===== config.mk =====
export PLATFORM = sky130hd
export DESIGN_NAME = frame_draw_scheduler
export DESIGN_NICKNAME = d
export VERILOG_FILES = /design/src/rtl/frame_draw_scheduler.sv
export SDC_FILE = /design/constraint.sdc
export NUM_CORES = 1
export LEC_CHECK = 0
export ABC_AREA = 1
export ABC_CLOCK_PERIOD_IN_PS = 1650
export BUFFER_PORTS_ARGS = -buffer_cell sky130_fd_sc_hd__buf_2
export CAP_MARGIN = 20
export CORE_MARGIN = 2
export CORE_UTILIZATION = 49
export CTS_CLUSTER_SIZE = 30
export DETAILED_ROUTE_END_ITERATION = 16
export PLACE_DENSITY_LB_ADDON = 0.08
export SETUP_SLACK_MARGIN = 0.5
export SYNTH_ARGS = -nofsm -noshare
export SYNTH_HDL_FRONTEND = slang
export SYNTH_SLANG_ARGS = --single-unit

===== constraint.sdc =====
create_clock -name clk -period 1.65 [get_ports clk]
set_input_delay 0.0825 -clock clk [delete_from_list [all_inputs] [get_ports clk]]
set_output_delay 0.0825 -clock clk [all_outputs]
set_load 0.05 [all_outputs]

===== src/rtl/frame_draw_scheduler.sv =====
// frame_draw_scheduler: frame-synchronous snapshot, erase pass and draw pass feeding the rectangle engine.
// Optional erase pass and old-snapshot registers are built only when DRAW_ERASE_EN is defined.
module frame_draw_scheduler #(
  parameter int         NUM_OBJ   = 6,
  parameter logic [2:0] BG_COLOUR = 3'b000
) (
  input  logic                 clk,
  input  logic                 resetn,
  input  logic                 frame_tick,
  input  logic [NUM_OBJ-1:0]   obj_valid,
  input  logic [8*NUM_OBJ-1:0] obj_x,
  input  logic [7*NUM_OBJ-1:0] obj_y,
  input  logic [5*NUM_OBJ-1:0] obj_w,
  input  logic [5*NUM_OBJ-1:0] obj_h,
  input  logic [3*NUM_OBJ-1:0] obj_c,
  output logic                 rect_start,
  output logic [7:0]           rect_x,
  output logic [6:0]           rect_y,
  output logic [4:0]           rect_w,
  output logic [4:0]           rect_h,
  output logic [2:0]           rect_c,
  input  logic                 rect_done,
  output logic                 busy,
  output logic                 frame_done,
  output logic                 overrun
);
  localparam int IW = $clog2(NUM_OBJ);
`ifdef DRAW_ERASE_EN
  typedef enum logic [2:0] {IDLE, ERASE_SCAN, ERASE_WAIT, DRAW_SCAN, DRAW_WAIT, COMMIT} state_t;
  localparam state_t FIRST = ERASE_SCAN;
`else
  typedef enum logic [2:0] {IDLE, DRAW_SCAN, DRAW_WAIT, COMMIT} state_t;
  localparam state_t FIRST = DRAW_SCAN;
`endif
  state_t state_q, state_d, scan_st, wait_st;
  logic [IW-1:0] idx_q, idx_d;
  logic [27:0] rect_q, rect_d;
  logic start_q, start_d, done_q, done_d, busy_q, busy_d, ovr_q, ovr_d;
  logic [NUM_OBJ-1:0] nv_q, sv;
  logic [8*NUM_OBJ-1:0] nx_q, sx;
  logic [7*NUM_OBJ-1:0] ny_q, sy;
  logic [5*NUM_OBJ-1:0] nw_q, nh_q, sw, sh;
  logic [3*NUM_OBJ-1:0] nc_q;
  logic erase, elig, last;
  logic [7:0] x;
  logic [6:0] y;
  logic [4:0] w, h;
  logic [2:0] c;
`ifdef DRAW_ERASE_EN
  logic [NUM_OBJ-1:0] ov_q;
  logic [8*NUM_OBJ-1:0] ox_q;
  logic [7*NUM_OBJ-1:0] oy_q;
  logic [5*NUM_OBJ-1:0] ow_q, oh_q;
  assign erase = state_q == ERASE_SCAN || state_q == ERASE_WAIT;
  assign scan_st = erase ? ERASE_SCAN : DRAW_SCAN;
  assign wait_st = erase ? ERASE_WAIT : DRAW_WAIT;
  assign {sv, sx, sy, sw, sh} = erase ? {ov_q, ox_q, oy_q, ow_q, oh_q} : {nv_q, nx_q, ny_q, nw_q, nh_q};
`else
  assign erase = 1'b0;
  assign scan_st = DRAW_SCAN;
  assign wait_st = DRAW_WAIT;
  assign {sv, sx, sy, sw, sh} = {nv_q, nx_q, ny_q, nw_q, nh_q};
`endif
  // Both passes share one slot walker; erase selects old geometry and the background colour.
  assign x = sx[8*idx_q +: 8];
  assign y = sy[7*idx_q +: 7];
  assign w = sw[5*idx_q +: 5];
  assign h = sh[5*idx_q +: 5];
  assign c = erase ? BG_COLOUR : nc_q[3*idx_q +: 3];
  assign elig = sv[idx_q] && w != 5'd0 && h != 5'd0;
  assign last = idx_q == IW'(NUM_OBJ - 1);
  assign {rect_x, rect_y, rect_w, rect_h, rect_c} = rect_q;
  assign rect_start = start_q;
  assign busy = busy_q;
  assign frame_done = done_q;
  assign overrun = ovr_q;
  always_comb begin
    state_d = state_q;
    idx_d = idx_q;
    rect_d = rect_q;
    start_d = 1'b0;
    done_d = 1'b0;
    busy_d = busy_q;
    ovr_d = ovr_q || (frame_tick && busy_q);
    if (state_q == IDLE) begin
      if (frame_tick) begin
        idx_d = '0;
        busy_d = 1'b1;
        state_d = FIRST;
      end
    end else if (state_q == scan_st && elig) begin
      rect_d = {x, y, w, h, c};
      start_d = 1'b1;
      state_d = wait_st;
    end else if (state_q == scan_st || (state_q == wait_st && rect_done)) begin
      idx_d = last ? '0 : idx_q + 1'b1;
      state_d = last ? (erase ? DRAW_SCAN : COMMIT) : scan_st;
    end else if (state_q == COMMIT) begin
      done_d = 1'b1;
      busy_d = 1'b0;
      state_d = IDLE;
    end
  end
  always_ff @(posedge clk or negedge resetn) begin
    if (!resetn) begin
      state_q <= IDLE;
      idx_q <= '0;
      rect_q <= '0;
      start_q <= 1'b0;
      done_q <= 1'b0;
      busy_q <= 1'b0;
      ovr_q <= 1'b0;
      {nv_q, nx_q, ny_q, nw_q, nh_q, nc_q} <= '0;
`ifdef DRAW_ERASE_EN
      {ov_q, ox_q, oy_q, ow_q, oh_q} <= '0;
`endif
    end else begin
      state_q <= state_d;
      idx_q <= idx_d;
      rect_q <= rect_d;
      start_q <= start_d;
      done_q <= done_d;
      busy_q <= busy_d;
      ovr_q <= ovr_d;
      if (state_q == IDLE && frame_tick) {nv_q, nx_q, ny_q, nw_q, nh_q, nc_q} <= {obj_valid, obj_x, obj_y, obj_w, obj_h, obj_c};
`ifdef DRAW_ERASE_EN
      if (state_q == COMMIT) {ov_q, ox_q, oy_q, ow_q, oh_q} <= {nv_q, nx_q, ny_q, nw_q, nh_q};
`endif
    end
  end
endmodule


Word-level counts from Yosys, hierarchy flattened:

Cells that the tools add are included.
W data, S select, Z words.

* multipliers: 3
* equality and inequality tests: 7
* divide/modulo/power cells: 0
* $lt $le $gt $ge: 1
* add/subtract/negate cells: 1
* bitwise logic cells: 1
* muxes and demuxes: 24
* reduce and logical (&&, ||, !) cells: 18
* shifts and indexed selects: 5

Operators by type and width (number)
* $shiftx A30 B7 Y5: 2
* $shiftx A48 B7 Y8: 1
* $shiftx A42 B7 Y7: 1
* $mux W3: 10
* $shiftx A18 B6 Y3: 1
* $mul A3 B3 Y6 const A: 2
* $mux W1: 12
* $reduce_bool A5 Y1: 2
* $eq A3 B2 Y1 const B: 2
* $logic_and A1 B1 Y1: 6
* $ne A2 B2 Y1 const B: 3
* $mul A2 B3 Y5 const A: 1
* $lt A3 B4 Y1 const B: 1
* $reduce_and A2 Y1: 2
* $reduce_and A4 Y1: 1
* $reduce_bool A2 Y1: 2
* $reduce_bool A4 Y1: 1
* $add A3 B1 Y3 const B: 1
* $bmux W1 S3: 1
* $eq A3 B1 Y1 const B: 1
* $eq A3 B3 Y1 const B: 1
* $logic_not A3 Y1: 1
* $reduce_and A3 Y1: 1
* $logic_or A1 B1 Y1: 2
* 2 further kinds: 2

* bits in latches: 0
* RAM bits: 0
* ROM bits: 0
* register bits after elaboration: 212
* logic and storage cells: 73
* memories: 0

Longest topological paths before layout:

Gate-level depths: netlist (run 1).

* depth after elaboration: 8
* gate-level depth with buffers: 14
* gate-level depth less buffers: 13

Worst setup path after synthesis (run 1):

No wires, ideal clock.

* kind: register to register
* start point: register idx_q[0]
* end point: register state_q[1]
* clock period less this slack: 1.734 ns
* cell stages (with the launch flop): 12
* buffers on the path: 3
* setup slack: -0.084 ns
* arrival: 1.595 ns
* cells stage by stage: dfrtp_1 buf_6 buf_4 nor2_1 nor2_1 nand2_1 nand3_1 a21oi_1 nand3_2 nand4_4 buf_6 o221ai_1

* word-level cells in the longest chain between the ends: 8
* elaborated cells between the ends (all ways): 17
* those cells by class: mul: 1; eq/ne: 1; shift: 2; mux: 6; reduce/logical: 7

Ends and longest elaborated chain
* start: declaration: RTL line 36 `logic [IW-1:0] idx_q, idx_d;`
* start signal: assignment: RTL line 119 `idx_q <= idx_d;`
* $mul A3 B3 Y6: RTL line 67, 68
* $shiftx A30 B7 Y5: RTL line 67 `assign w = sw[5*idx_q +: 5];`
* $reduce_bool A5 Y1: RTL line 70 `assign elig = sv[idx_q] && w != 5'd0 && h != 5'd0;`
* $logic_and A1 B1 Y1 (2 in a row): RTL line 70
* $logic_and A1 B1 Y1: RTL line 91 `end else if (state_q == scan_st && elig) begin`
* $reduce_bool A4 Y1 (no line) or $mux W3 (tied branches)
* $reduce_and A2 Y1 (no line) or $mux W3 (tied branches)
* end signal: assignment: RTL line 118 `state_q <= state_d;`
* end: declaration: RTL line 35 `state_t state_q, state_d, scan_st, wait_st;`

Several ways; a longest one is shown, not always the timed one. The select of a mux whose other input is x is not followed.
A chain may end at the register's enable or synchronous reset.

Worst setup path after layout (run 1):

* start point: register idx_q[0]
* end point: register rect_q[27]

* word-level cells in the longest chain between the ends: 7
* elaborated cells between the ends (all ways): 12
* those cells by class: mul: 1; shift: 3; mux: 2; reduce/logical: 6

Ends and longest elaborated chain
* $mul A3 B3 Y6: RTL line 67, 68
* $shiftx A30 B7 Y5: RTL line 67
* $reduce_bool A5 Y1: RTL line 70
* $logic_and A1 B1 Y1 (2 in a row): RTL line 70
* $logic_and A1 B1 Y1: RTL line 91
* $reduce_and A2 Y1 (no line)
* end signal: assignment: RTL line 120 `rect_q <= rect_d;`
* end: declaration: RTL line 37 `logic [27:0] rect_q, rect_d;`

Several ways; a longest one is shown, not always the timed one. The select of a mux whose other input is x is not followed.

==> results.md, run 1 <==
Place:
- The worst setup slack after placement is -0.311 ns.
- The post-DP HPWL is 18000 um.
- The quantity of I/O buffers inserted on ports is 209.
- The standard cell area after detailed placement is 11300 um2.
- The final estimated routing congestion in global placement is 0.890.

Final layout:
- The multi-input combinational cells in the finished layout cover a total of 3580 um2.
- Fill cells in the final layout number 1465.
- Summing all flip-flop and latch instances after layout gives 5280 um2.
- The number of nets at the end of the flow is 1756.
- The final cell area excluding filler cells is 13900 um2.
- The area growth from synthesis to layout is 45.7%.
- Measured on the finished design, the core utilization comes to 72.1%.
- The share of layout cells above drive strength 1 is 22.1%.

Clock network:
- CTS built an H-tree with a depth of 1.
- The clock reaches the later pin of the worst-skew pair after 0.51 ns.
- The clock transition at the registers of the reported paths is 0.06 ns.
- The maximum clock path buffer count is 3.
- The root cell of the clock tree is clkbuf_16.
- TritonCTS built the clock tree.
- The total number of clock tree sinks is 211.
- Clock tree synthesis inserted a total of 23 buffers.

Global route:
- The initial antenna violation count came to 1.
- The largest net degree at the start of global routing is 81.
- The sum of overflow across all layers after global routing is 0.
- The first global-routing pass estimated 45600 um of wire.
- In the global route stage, overall resource usage came out at 28.2%.
- The number of global-route vias before repair is 9126.

STA:
- The total count of hold-check failures in the final report is 0.
- For the pin with the worst max-slew slack, the measured transition is 0.417 ns.
- The post-layout worst setup margin is -0.294 ns.
- The final setup violation count is 35.
- Setup repair after global routing could not meet its margin everywhere.
- The final period demand of the worst path is 1.94 ns.
- On the final layout, the worst hold slack is 0.0967 ns.
- On the final layout, the worst clock skew is 0.0101 ns.
- The final count of pins violating max slew is 0.
- The peak clock frequency supported by timing is 514 MHz.
- Headroom to the max-slew limit came out at 72.2%.
- After layout, the worst path uses 118% of the clock period.

Die:
- The vertical die dimension is 144 um.
- The width of the die is 144 um.
- The core region is 19300 um2.
- The die outline area is 20700 um2.
- The initial utilization of the core area, before any placement, comes to 49.5%.
- 210 I/O pins were placed.
- The floorplan has 51 rows.

Hold path:
- The kind of path behind the tightest hold check is input port to async pin.

Logic synthesis:
- The post-synthesis register bit count is 211.
- The most used flip-flop cell after synthesis is dfrtp_1.
- The synthesized net count is 1351.
- Yosys printed 0 warnings.
- The number of distinct library cells after synthesis is 34.
- The most frequent cell after synthesis is nand2_1.
- The cell count after synthesis came out at 1169.
- Of the post-synthesis cell area, the dominant cell type holds 55.2%.
- The sequential-to-total area share from yosys stat is 55.2%.
- The synthesized design contains 0 enable-type register cells.
- Sorting the synthesized cells by how often they occur yields 475 x nand2_1, 211 x dfrtp_1, 118 x o21ai_0.
- Of all flip-flops after synthesis, the portion carrying an async set or reset was 100%.
- Each instance of the synthesized netlist takes up on average 8.19 um2.
- By area the synthesized netlist is led by dfrtp_1 55%, nand2_1 19%, o21ai_0 6.2%.
- dfrtp_1 takes more of the synthesized area than any other cell.
- The netlist area before placement is 9570 um2.

Outcome:
- The final reports fail on setup timing.
- The run finished, with violations left.

Detailed routing:
- In the routed design, unresolved DRC markers number 0.
- The pre-antenna-repair detailed-routing pass consisted of 5 iterations.
- The number of DRC markers after the initial detailed-route iteration is 623.
- The number of nets with antenna violations after routing is 0.
- Dividing the detail-routed wire length by the instance count gives 16.1 um.
- The number of vias per cell is 5.01.
- Wires add up to 29800 um.
- The routed layout has 9289 vias.

Critical path:
- The required time at the endpoint of the critical path is 2.08 ns.
- Data on the critical path arrives at its endpoint at 2.37 ns.
- The nature of the critical path endpoint is a flop.
- The setup path with the least slack is of type flop to flop.
- The type of element launching the critical path is a flop.
- The top fanout value on the critical path is 34.

Power:
- The leakage power of the design is 7.17 nW.
- The overall power is 0.0257 W.
- Dividing total power by cell area gives a power density of 1840 nW/um2.
- The maximum vdd ir drop is 1.16 mV.

Job:
- The tool flagged a number of max-cap violations equal to 0.
[through the flow]
| step | instances | setup TNS [ns] |
|---|---|---|
| 2_1_floorplan | 1169 | -1.40 |
| 3_3_place_gp | 1633 | -8.24 |
| 3_5_place_dp | 1633 | -9.43 |
| 4_1_cts | 1850 | -8.72 |
| 5_1_grt | 1854 | -14.59 |
| 6_report | 1854 | -9.04 |
[routing by layer]
metal	up-vias	share of wire [%]	routed length, um	track usage, %
li1	4501	-	-	-
met1	4395	44	13000	38.8
met2	316	47	14000	46.2
met3	77	6.1	1810	4.13
met4	0	3.1	930	9.34
met5	-	0	0	0
[registers in the layout, summed over array words and instances, names as in the netlist, 2 cells and up]
register  flops
nx_q         48
ny_q         42
nh_q         30
nw_q         30
rect_q       28
nc_q         18
nv_q          6
idx_q         3
state_q       2
[layout make-up]
class | instances | share of cell area (%)
Clock inverter | 3 | 0.287
Inverter | 110 | 3.20
Sequential cell | 211 | 37.9
Antenna cell | 1 | 0.0179
Timing Repair Buffer | 448 | 25.6
Multi-Input combinational cell | 780 | 25.7
Tap cell | 265 | 2.38
Clock buffer | 36 | 4.91
[cell families (layout without fill, tap and decap cells)]
kind of cell | Yosys count | in the layout | synth area share (%)
flip-flops | 211 | 211 | 55.2
other | 0 | 1 | 0
adder cells (fa/ha/maj) | 4 | 4 | 0.523
AO/OA/AOI/OAI | 220 | 220 | 13.5
AND/OR/NAND/NOR | 556 | 556 | 22.7
buffers and inverters | 178 | 597 | 8.13
[power breakdown]
group / switching, W / internal (W) / total, W
combinational: 0.00742 / 0.00447 / 0.0119
clock: 0.00202 / 0.00298 / 0.00500
sequential: 0.00117 / 0.00761 / 0.00878
total: 0.0106 / 0.0151 / 0.0257
[cells in the final DEF (no fill, tap or decap), drive strengths merged]
cell           n
a21o           1
a21oi         39
a22oi          9
a2bb2oi        3
a31oi          1
buf          270
bufinv         1
clkbuf        37
clkinv         4
dfrtp        211
diode          1
dlygate4sd3  177
ha             4
inv          108
nand2        476
nand3         18
nand4          4
nor2          50
nor3           7
o211ai         1
o21ai        147
o221ai        19
or2            1
[final timing paths]
check	startpoint	end	slack, ns	cells after the start
max in group asynchronous	resetn	nx_q[45]	0.91	3
worst max register to register	idx_q[0]	rect_q[27]	-0.29	12
worst min-delay path	resetn	ny_q[2]	0.1	2
worst min register to register	overrun	overrun	0.45	1
worst max-delay path	idx_q[0]	rect_q[27]	-0.29	12
min in group clk	obj_w[3]	nw_q[3]	0.30	4
[worst max-delay path, cell delays in order, from the launching register on]
cell     delay (ns)
dfrtp_2        0.48
buf_12         0.21
nand2_1        0.07
nand3_1        0.10
nand2_1        0.06
nand2_1        0.10
nand2_2        0.06
nor2_1         0.09
nand3_1        0.12
nand4_4        0.16
buf_12         0.23
nand2_1        0.10
o21ai_2        0.06
[timing repair]
| item | 4_1_cts | 5_1_grt |
|---|---|---|
| hold endpoints to repair | 387 | 0 |
| setup endpoints to repair | 241 | 241 |
| gates cloned | 0 | 1 |
| pin swaps | 0 | 2 |
| gates resized for setup | 17 | 9 |
| setup buffers | 1 | 2 |
| hold buffers | 177 | 0 |
Power figures use the tool's default switching activity.
==> run 2, diff against run 1 <==
--- a/config.mk
+++ b/config.mk
@@ -6,7 +6,7 @@
 export NUM_CORES = 1
 export LEC_CHECK = 0
 export ABC_AREA = 1
-export ABC_CLOCK_PERIOD_IN_PS = 1650
+export ABC_CLOCK_PERIOD_IN_PS = 1640
 export BUFFER_PORTS_ARGS = -buffer_cell sky130_fd_sc_hd__buf_2
 export CAP_MARGIN = 20
 export CORE_MARGIN = 2
==> constraint.sdc (replaced) <==
create_clock -name clk -period 1.64 [get_ports clk]
set_input_delay 0.082 -clock clk [delete_from_list [all_inputs] [get_ports clk]]
set_output_delay 0.082 -clock clk [all_outputs]
set_load 0.05 [all_outputs]
==> results.md, run 2 (synthesis results as in run 1) <==
Outcome:
- The run finished, with violations left.
- The checks that failed: setup timing.

STA:
- The final hold slack is 0.0646 ns.
- Across the routed clock network, the largest skew measured is 0.0187 ns.
- The setup TNS is -22.68 ns.
- For this run, the top clock speed supported by timing is 428 MHz.
- The total count of hold-check failures in the final report is 0.
- The final setup violation count is 38.
- The final count of pins violating max slew was 0.
- The post-layout worst setup margin is -0.697 ns.
- Setup repair after global routing could not meet its margin everywhere.
- The post-route clock period utilization is 142%.
- The worst pin sits at a relative slew slack of 69.8%.
- Counting I/O delays and the setup requirement, the final critical path takes 2.34 ns.
- At the pin with the least slew margin, the transition time is 0.449 ns.

Critical path:
- The top fanout value on the critical path is 9.
- The endpoint identified for the worst register-to-register timing path is rect_q[7].
- The critical setup path kind is flop to flop.
- The worst setup path is captured at a flop.
- The type of element launching the critical path is a flop.
- The startpoint of the most critical register-to-register path is idx_q[0].
- The worst-case register-to-register setup slack is -0.70 ns.
- At the worst endpoint, the arrival time is 2.75 ns.
- For the worst flop-to-flop path, the logic depth is 14.
- The required time at the endpoint of the critical path is 2.06 ns.

Final layout:
- The area growth from synthesis to layout is 85.5%.
- The library cell used most frequently in the layout, excluding fill and tap cells, is dfrtp_1.
- In the layout the commonest cells are 209 x dfrtp_1, 208 x buf_2, 199 x nand2_1.
- The number of nets at the end of the flow is 1847.
- Of the cells placed in the final design, the portion with a size suffix greater than 1 is 48.2%.
- The number of flip-flops in the largest register is 48.
- The final cell area excluding filler cells is 17800 um2.

Place:
- The worst setup slack after placement is -0.281 ns.
- The final estimated routing congestion in global placement is 0.889.
- The standard cell area after detailed placement is 11300 um2.
- The quantity of I/O buffers inserted on ports is 209.
- Detailed placement ended at an HPWL of 18000 um.

Power:
- The overall power is 0.0350 W.
- The total power per unit cell area is 1970 nW/um2.
- IR analysis of the VDD net gives a maximum drop of 1.19 mV.
- The leakage power of the design is 9.19 nW.

Clock network:
- The tree built by TritonCTS fans out to 211 sinks.
- The number of CTS-inserted buffers is 23.
- The tree is rooted in a clkbuf_16.
- In this run the number of H-tree levels came out at 1.
- The clock latency on the worst-skew pair is 0.53 ns.
- Clock-pin slew was measured on the worst setup and hold paths at 0.07 ns.
- TritonCTS built the clock tree.
- The longest clock path from root to sink contains 3 buffers.

Die:
- The core region is 19300 um2.
- The die is 144 um wide.
- The number of placed I/O pins is 210.
- The die outline area is 20700 um2.
- The site row count is 51.
- The effective utilization at floorplan is 49.5%.
- From bottom edge to top edge, the die measures 144 um.

Detailed routing:
- The final route contains 11700 vias.
- The number of DRC markers after the initial detailed-route iteration is 1392.
- The total wirelength of the detailed-routed design is 48900 um.
- The number of design rule violations left after detail routing is 0.
- Using the TritonRoute via totals, the vias-per-cell ratio works out to 6.02.
- Before antenna repair, the detailed router went through 5 iterations.
- The detail route stage leaves a number of antenna-violating nets equal to 0.
- The average wire per standard cell is 25.1 um.

Global route:
- Entering global routing, the biggest net connects 54 pins.
- The number of global-route vias before repair is 10000.
- The combined global-route utilization of all metal layers is 33.8%.
- The initial antenna violation count is 2.
- Summed over all layers, the global routing overflow is 0.
- The first global-routing pass estimated 53400 um of wire.

Job:
- Max-cap violations in this run came to 0.

Hold path:
- In this run the worst hold path is classified as input port to async pin.
[run 2: changes by cell type in the layout (fill, tap and decap cells not counted), moves of 18 or more]
cell and delta:
nand2_4 +139, nand2_2 +129, buf_16 +25, o21ai_2 +78, clkbuf_16 +21, o21ai_1 -79, buf_12 +18, nand2_1 -269
[run 2: timing repair]
item                                   CTS  global route
endpoints found under the hold margin  387             0
hold buffers                           177             0
cloned                                  30            32
setup buffers                           17            19
setup endpoints to repair              241           241
resized for setup                      168           457
pin swaps                               51           116
[run 2: layout make-up]
class | count | area, um2
antenna | 2 | 5.00
clock buffer | 30 | 632
clock inverter | 10 | 113
fill | 663 | 1570
inverter | 110 | 454
multi-input combinational | 780 | 5360
sequential | 211 | 5290
tap | 265 | 332
timing repair buffer | 529 | 5390
timing repair inverter | 10 | 186
[run 2: through the flow]
step | cells | util [%]
floorplan | 1169 | -
global placement | 1630 | 58.2
detailed placement | 1630 | 58.2
CTS | 1894 | 78.9
global route | 1945 | 91.8
finish | 1947 | 91.9
[run 2: how the worst max path moves through the flow]
| stage | slack [ns] | startpoint | end |
|---|---|---|---|
| 2_1_floorplan | -0.07 | idx_q[0] | rect_q[17] |
| 3_3_place_gp | -0.24 | idx_q[0] | rect_q[21] |
| 3_5_place_dp | -0.28 | idx_q[0] | rect_q[21] |
| 4_1_cts | -0.27 | idx_q[0] | rect_q[11] |
| 5_1_grt | -0.70 | idx_q[0] | rect_q[8] |
| 6_report | -0.70 | idx_q[0] | rect_q[7] |
[run 2: worst max-delay path, cell delays in order (launching register included)]
cell     delay (ns)
dfrtp_4        0.59
buf_12         0.19
nand2_2        0.06
nand2_1        0.08
nand2_1        0.11
nand2_1        0.08
nand2_2        0.08
nand2_2        0.06
nor2_2         0.15
nand3_2        0.18
nand4_4        0.19
buf_12         0.15
inv_2          0.10
nand2_1        0.12
nand2_1        0.07
[run 2: where the power goes]
group          internal [W]  total, W  switching (W)
clock network       0.00304   0.00534        0.00230
logic               0.00833    0.0201         0.0118
registers           0.00766   0.00953        0.00186
total                0.0190    0.0350         0.0160
[run 2: layer usage]
| metal | GRT usage [%] | share of wire (%) | wire length [um] |
|---|---|---|---|
| met5 | 0 | 0.057 | 28 |
| met4 | 14.2 | 9.5 | 4650 |
| met3 | 5.26 | 11 | 5250 |
| met2 | 56.1 | 47 | 22900 |
| met1 | 44.4 | 33 | 16100 |
